**config.mk**
```make
export PLATFORM = sky130hd
export DESIGN_NAME = multicycle_ctrl
export DESIGN_NICKNAME = d
export VERILOG_FILES = /design/src/rtl/risc_pkg.sv /design/src/rtl/opcode_decode.sv /design/src/rtl/multicycle_ctrl.sv
export SDC_FILE = /design/constraint.sdc
export NUM_CORES = 1
export LEC_CHECK = 0
export CAP_MARGIN = 20
export CORE_UTILIZATION = 35
export CTS_BUF_LIST = sky130_fd_sc_hd__clkbuf_4
export DETAILED_ROUTE_END_ITERATION = 8
export GPL_TIMING_DRIVEN = 0
export PLACE_DENSITY = 0.79
export SLEW_MARGIN = 20
export SYNTH_ARGS = -nofsm -noshare
export SYNTH_HDL_FRONTEND = slang
export SYNTH_SLANG_ARGS = --single-unit
export TNS_END_PERCENT = 50
```
**constraint.sdc**
```tcl
create_clock -name clk -period 3.31 [get_ports clk]
set_input_delay 0.662 -clock clk [delete_from_list [all_inputs] [get_ports clk]]
set_output_delay 0.662 -clock clk [all_outputs]
set_load 0.005 [all_outputs]
```
**src/rtl/risc_pkg.sv**
```systemverilog
// risc_pkg: shared encodings for the 16-bit RISC control path.
// Opcode and funct values, FSM states, PC-adjust selects and the
// instruction field bit positions used by multicycle_ctrl and opcode_decode.
package risc_pkg;

    localparam int unsigned OP_W    = 6;
    localparam int unsigned REG_W   = 4;
    localparam int unsigned IMM_W   = 16;
    localparam int unsigned FUNCT_W = 6;

    // Instruction field positions (LSB of each field)
    localparam int unsigned OP_LSB    = 26;
    localparam int unsigned RS_LSB    = 21;
    localparam int unsigned RT_LSB    = 16;
    localparam int unsigned RD_LSB    = 11;
    localparam int unsigned FUNCT_LSB = 0;
    localparam int unsigned IMM_LSB   = 0;

    // Padding bits between fields; carry no meaning
    localparam int unsigned RSV_HI_BIT = 25;
    localparam int unsigned RSV_LO_BIT = 20;

    localparam logic [5:0] OP_R    = 6'h00;
    localparam logic [5:0] OP_ADDI = 6'h08;
    localparam logic [5:0] OP_LW   = 6'h23;
    localparam logic [5:0] OP_SW   = 6'h2B;
    localparam logic [5:0] OP_BEQ  = 6'h04;
    localparam logic [5:0] OP_J    = 6'h02;
    localparam logic [5:0] OP_HALT = 6'h3F;

    localparam logic [5:0] FUNCT_ADD = 6'h20;
    localparam logic [5:0] FUNCT_SUB = 6'h22;

    typedef enum logic [2:0] {
        ST_FETCH  = 3'd0,
        ST_DECODE = 3'd1,
        ST_EXEC   = 3'd2,
        ST_MEM    = 3'd3,
        ST_WB     = 3'd4,
        ST_HALT   = 3'd5
    } state_t;

    typedef enum logic [1:0] {
        PC_INC    = 2'b00,
        PC_BRANCH = 2'b01,
        PC_JUMP   = 2'b10
    } pc_sel_t;

    typedef enum logic [2:0] {
        CLS_ALU,
        CLS_LOAD,
        CLS_STORE,
        CLS_BRANCH,
        CLS_JUMP,
        CLS_HALT,
        CLS_NOP
    } op_class_t;

    typedef enum logic [1:0] {
        DEST_NONE,
        DEST_RD,
        DEST_RT
    } dest_sel_t;

endpackage

```
**src/rtl/opcode_decode.sv**
```systemverilog
// opcode_decode: combinational opcode/funct -> instruction class,
// ALU source, ALU operation, destination select, mem_to_reg and legality.
module opcode_decode
    import risc_pkg::*;
#(
    parameter int unsigned OPW = OP_W
) (
    input  logic [OPW-1:0]     opcode,
    input  logic [FUNCT_W-1:0] funct,
    output op_class_t          op_class,
    output logic               alu_src,
    output dest_sel_t          dest_sel,
    output logic               mem_to_reg,
    output logic               legal,
    output logic [OPW-1:0]     alu_op
);

    // Classify the opcode; undefined opcodes fall through as illegal NOPs
    always_comb begin
        op_class   = CLS_NOP;
        alu_src    = 1'b0;
        dest_sel   = DEST_NONE;
        mem_to_reg = 1'b0;
        legal      = 1'b0;
        alu_op     = FUNCT_ADD;
        case (opcode)
            OP_R: begin
                op_class = CLS_ALU;
                dest_sel = DEST_RD;
                legal    = 1'b1;
                alu_op   = funct;
            end
            OP_ADDI: begin
                op_class = CLS_ALU;
                alu_src  = 1'b1;
                dest_sel = DEST_RT;
                legal    = 1'b1;
            end
            OP_LW: begin
                op_class   = CLS_LOAD;
                alu_src    = 1'b1;
                dest_sel   = DEST_RT;
                mem_to_reg = 1'b1;
                legal      = 1'b1;
            end
            OP_SW: begin
                op_class = CLS_STORE;
                alu_src  = 1'b1;
                legal    = 1'b1;
            end
            OP_BEQ: begin
                op_class = CLS_BRANCH;
                legal    = 1'b1;
                alu_op   = FUNCT_SUB;
            end
            OP_J: begin
                op_class = CLS_JUMP;
                legal    = 1'b1;
            end
            OP_HALT: begin
                op_class = CLS_HALT;
                legal    = 1'b1;
            end
            default: ;
        endcase
    end

endmodule

```
**src/rtl/multicycle_ctrl.sv**
```systemverilog
// multicycle_ctrl: FETCH/DECODE/EXEC/MEM/WB sequencer for the 16-bit RISC
// datapath. Holds the instruction register and steps the datapath strobes.
// Optional: define MULTICYCLE_ILLEGAL_TRAP_EN to halt on undefined opcodes;
// otherwise they retire as NOPs (illegal_op still latches).
module multicycle_ctrl
    import risc_pkg::*;
#(
    parameter int unsigned OPW = OP_W,
    parameter int unsigned AW  = REG_W
) (
    input  logic           clk,
    input  logic           rst_n,
    input  logic [31:0]    instr,
    input  logic           instr_valid,
    input  logic           mem_ready,
    input  logic           alu_zero,
    output logic           ir_load,
    output logic           pc_write,
    output logic [1:0]     pc_sel,
    output logic [AW-1:0]  rs,
    output logic [AW-1:0]  rt,
    output logic [AW-1:0]  rd,
    output logic [15:0]    imm,
    output logic [OPW-1:0] alu_op,
    output logic           alu_src,
    output logic           reg_write,
    output logic           mem_read,
    output logic           mem_write,
    output logic           mem_to_reg,
    output logic           halted,
    output logic           illegal_op,
    output logic [2:0]     state_dbg
);

    state_t           state;
    logic [OPW-1:0]   ir_op;
    logic [AW-1:0]    ir_rs;
    logic [AW-1:0]    ir_rt;
    logic [IMM_W-1:0] ir_imm;
    logic             illegal_q;

    op_class_t        dec_class;
    logic             dec_alu_src;
    dest_sel_t        dec_dest;
    logic             dec_mem_to_reg;
    logic             dec_legal;

    // Padding bits between fields are never stored
    logic             unused_rsvd;
    assign unused_rsvd = ^{instr[RSV_HI_BIT], instr[RSV_LO_BIT]};

    opcode_decode #(
        .OPW (OPW)
    ) u_decode (
        .opcode     (ir_op),
        .funct      (ir_imm[FUNCT_LSB +: FUNCT_W]),
        .op_class   (dec_class),
        .alu_src    (dec_alu_src),
        .dest_sel   (dec_dest),
        .mem_to_reg (dec_mem_to_reg),
        .legal      (dec_legal),
        .alu_op     (alu_op)
    );

    // Sequencer state, instruction register and sticky illegal flag
    always_ff @(posedge clk or negedge rst_n) begin
        if (!rst_n) begin
            state     <= ST_FETCH;
            ir_op     <= '0;
            ir_rs     <= '0;
            ir_rt     <= '0;
            ir_imm    <= '0;
            illegal_q <= 1'b0;
        end else begin
            case (state)
                ST_FETCH: begin
                    if (instr_valid) begin
                        ir_op  <= instr[OP_LSB +: OPW];
                        ir_rs  <= instr[RS_LSB +: AW];
                        ir_rt  <= instr[RT_LSB +: AW];
                        ir_imm <= instr[IMM_LSB +: IMM_W];
                        state  <= ST_DECODE;
                    end
                end
                ST_DECODE: begin
                    if (!dec_legal) begin
                        illegal_q <= 1'b1;
                    end
                    if (dec_class == CLS_HALT) begin
                        state <= ST_HALT;
`ifdef MULTICYCLE_ILLEGAL_TRAP_EN
                    end else if (!dec_legal) begin
                        state <= ST_HALT;
`else
                    end else if (!dec_legal) begin
                        // Retire as a NOP: WB advances the PC, reg_write stays low
                        state <= ST_WB;
`endif
                    end else begin
                        state <= ST_EXEC;
                    end
                end
                ST_EXEC: begin
                    case (dec_class)
                        CLS_LOAD, CLS_STORE:  state <= ST_MEM;
                        CLS_BRANCH, CLS_JUMP: state <= ST_FETCH;
                        default:              state <= ST_WB;
                    endcase
                end
                ST_MEM: begin
                    if (mem_ready) begin
                        state <= (dec_class == CLS_LOAD) ? ST_WB : ST_FETCH;
                    end
                end
                ST_WB:   state <= ST_FETCH;
                ST_HALT: state <= ST_HALT;
                default: state <= ST_FETCH;
            endcase
        end
    end

    // Datapath strobes decoded from the registered state and IR
    always_comb begin
        ir_load    = 1'b0;
        pc_write   = 1'b0;
        pc_sel     = PC_INC;
        alu_src    = 1'b0;
        reg_write  = 1'b0;
        mem_read   = 1'b0;
        mem_write  = 1'b0;
        mem_to_reg = 1'b0;
        case (state)
            ST_FETCH: begin
                // Qualified by rst_n so nothing pulses while reset is held
                ir_load = instr_valid & rst_n;
            end
            ST_EXEC: begin
                alu_src = dec_alu_src;
                if (dec_class == CLS_BRANCH) begin
                    pc_write = 1'b1;
                    pc_sel   = alu_zero ? PC_BRANCH : PC_INC;
                end else if (dec_class == CLS_JUMP) begin
                    pc_write = 1'b1;
                    pc_sel   = PC_JUMP;
                end
            end
            ST_MEM: begin
                alu_src   = dec_alu_src;
                mem_read  = (dec_class == CLS_LOAD);
                mem_write = (dec_class == CLS_STORE);
                if (mem_ready && dec_class == CLS_STORE) begin
                    pc_write = 1'b1;
                end
            end
            ST_WB: begin
                reg_write  = (dec_dest != DEST_NONE);
                mem_to_reg = dec_mem_to_reg;
                pc_write   = 1'b1;
            end
            default: ;
        endcase
    end

    assign rs         = ir_rs;
    assign rt         = ir_rt;
    assign rd         = ir_imm[RD_LSB +: AW];
    assign imm        = ir_imm;
    assign halted     = (state == ST_HALT);
    assign illegal_op = illegal_q;
    assign state_dbg  = state;

endmodule

```
==> results of run 1 <==
[stage by stage]
stage               hold WS (ns)  instance area, um2  utilization, %  setup TNS (ns)  setup WS (ns)
floorplan                  0.366                1680               -               0           1.22
global placement           0.457                2560            57.3          -0.414         -0.414
detailed placement         0.465                2580            57.6               0         0.0978
CTS                        0.163                2630            58.8               0         0.0229
global route               0.161                2640            58.9               0        0.00624
finish                     0.176                2640            58.9               0          0.125
[cell usage in the layout (no fill, tap or decap), drive strengths merged, types with 3 or more instances in the layout]
| cell type | n |
|---|---|
| nor2 | 10 |
| nor3 | 5 |
| clkbuf | 11 |
| nand2 | 5 |
| buf | 12 |
| clkdlybuf4s50 | 81 |
| nand3 | 5 |
| dfrtp | 34 |
| or2 | 3 |
| inv | 3 |
| mux2 | 29 |
| and2 | 5 |
| nor4 | 3 |
[critical path, stage by stage]
cell and delay (ns):
clkdlybuf4s50_1 0.44, nor2b_1 0.14, nor3b_2 0.39, buf_4 0.26, and2_1 0.13, clkdlybuf4s50_1 0.49
[metal layers]
metal	vias to the layer above	routed length [um]	global-route usage [%]
li1	691	-	-
met1	698	1710	20.6
met2	60	1840	26.5
met3	6	329	7.17
met4	0	52	6.00
met5	-	0	0
[cell type report]
cell class / instances / share of cell area (%)
sequential: 34 / 32.3
multi-input combinational: 93 / 27.7
inverter: 3 / 0.427
buffer: 14 / 3.42
clock buffer: 7 / 1.99
timing repair buffer: 83 / 31.7
tap: 52 / 2.47
[logic make-up (layout without fill, tap and decap cells)]
logic type | after synthesis | count (layout) | synth area share (%)
AOI/OAI and AO/OA | 16 | 16 | 6.87
xor gates and xnor gates | 1 | 1 | 0.522
adders and majority gates | 1 | 1 | 0.597
buffers and inverters | 17 | 107 | 6.04
DFF | 34 | 34 | 50.7
muxes | 29 | 29 | 19.5
and+or+nand+nor | 46 | 46 | 15.7
[worst paths after layout]
kind	start	endpoint	slack [ns]	cells after the start
min reg2reg	illegal_op$_DFFE_PN0P_	illegal_op$_DFFE_PN0P_	0.48	1
min	rst_n	imm[3]$_DFFE_PN0P_	0.18	1
max in group asynchronous	rst_n	ir_op[4]$_DFFE_PN0P_	2.71	2
min in group clk	illegal_op$_DFFE_PN0P_	illegal_op$_DFFE_PN0P_	0.48	1
max	instr_valid	ir_load	0.12	6
max reg2reg	state_dbg[1]$_DFFE_PN0P_	imm[10]$_DFFE_PN0P_	1.47	5
[where the power goes]
| group | internal [W] | switching (W) |
|---|---|---|
| Combinational | 0.000768 | 0.000449 |
| Sequential | 0.000624 | 0.000145 |
| Clock | 0.0000965 | 0.000134 |
| Total | 0.00149 | 0.000728 |
[sequential cells by signal (all words and copies together) (netlist names)]
name,flops
illegal_op,1
state_dbg,3
rs,4
imm,16
rt,4
ir_op,6
==> impl_results.md, run 1 <==
* Seq. cell area at 851 um2
* Vias per cell at 5.09
* Clk buf depth at 2
* Clock Latency Late Sink at 0.34 ns
* Drt initial violations at 86
* Total power at 0.00222 W
* Largest net degree at the start of global routing at 27
* Worst-path clk slew at 0.11 ns
* Leakage dissipation at 1.05 nW
* Die Y at 71.2 um
* Mapped Area at 1680 um2
* First-pass GRT wire length at 6.51 mm
* Die W at 71.2 um
* Wire per inst at 13.7 um
* Fill count at 402
* Endpoints failing setup at 0
* Max-Cap Viols at 0
* DP Cell Count at 279
* RSZ-0062 raised after global routing: no
* Relative max-transition margin at 71.6%
* Nets at 271
* Yosys warns at 0
* Remaining antenna violation count at 0
* Number of flops mapped to enable cells by yosys at 0
* Min Tclk post-route at 3.19 ns
* Post-CTS Setup Bufs at 0
* FP Rows at 24
* H-tree levels at 2
* Failing checks: DRC
* Achievable frequency at 0.314 GHz
* Pwr dens at 841 nW/um2
* Vias in the first global route at 1450
* Worst hold path type: primary input to async pin
* Ys async rst share at 100%
* IO Pins at 85
* Multi-input gate area at 729 um2
* Sequential share of the synthesized area at 50.7%
* Post-synthesis instance total at 144
* Worst Path Max Fanout at 10
* GPL Wtd Cong at 0.875
* Synth unique cells at 39
* WP data arrival at 2.52 ns
* Final period util at 96.2%
* Status: finished, violations left
* CTS-repair resized insts at 0
* TritonCTS clock tree: yes
* Commonest cells in the synthesized netlist: dfrtp_1, mux2_2, nor2_1, buf_4
* Initial Util at 37.5%
* Initial antenna violation count at 0
* Top cell type's share of synthesized area at 50.7%
* Synth area leader: dfrtp_1
* Critical path endpoint category: primary output
* FF+latch count, synth at 34
* Routed WL at 3.93 mm
* CTS Buf Count at 5
* Die area at 5070 um2
* Crit path required time at 2.65 ns
* Final Hold Viols at 0
* Total core area at 4470 um2
* Clock root cell: clkbuf_4
* Cell with the most instances after synthesis: dfrtp_1
* P&R area growth vs syn at 57.2%
* WS Path Type: primary input to primary output
* Mean Syn Cell Area at 11.6 um2
* # port buffers at 82
* GR Util All Layers at 16.8%
* DRC violations left at 4
* Fraction of layout cells with a size suffix above 1 at 24.8%
* Max rail drop VDD at 0.000461 V
* Startpoint Class: primary input
* Grt total ovfl at 0
* Via count at 1455
* Pre-Repair DR Iteration Count at 6
* Worst slew pin tran at 0.423 ns
* Ranking of synthesized cells by area: dfrtp_1, mux2_2, buf_4
* Final Max Tran Viols at 0
* Ys flop type: dfrtp_1
* Antenna diode count at 0
* CTS sink count at 34
* Layout Skew at 0.0109 ns
* Hpwl dp at 3.00 mm
* Syn Nets at 181
* Final Non-Filler Cells at 286
* Hold-fix buffers at CTS at 0
(Power assumes the default switching activity.)
==> run 2: changes to the inputs <==
- SKIP_CTS_REPAIR_TIMING: not set -> 1
==> results of run 2 <==
No change in the layout: final DEF, timing and power equal those of run 1.
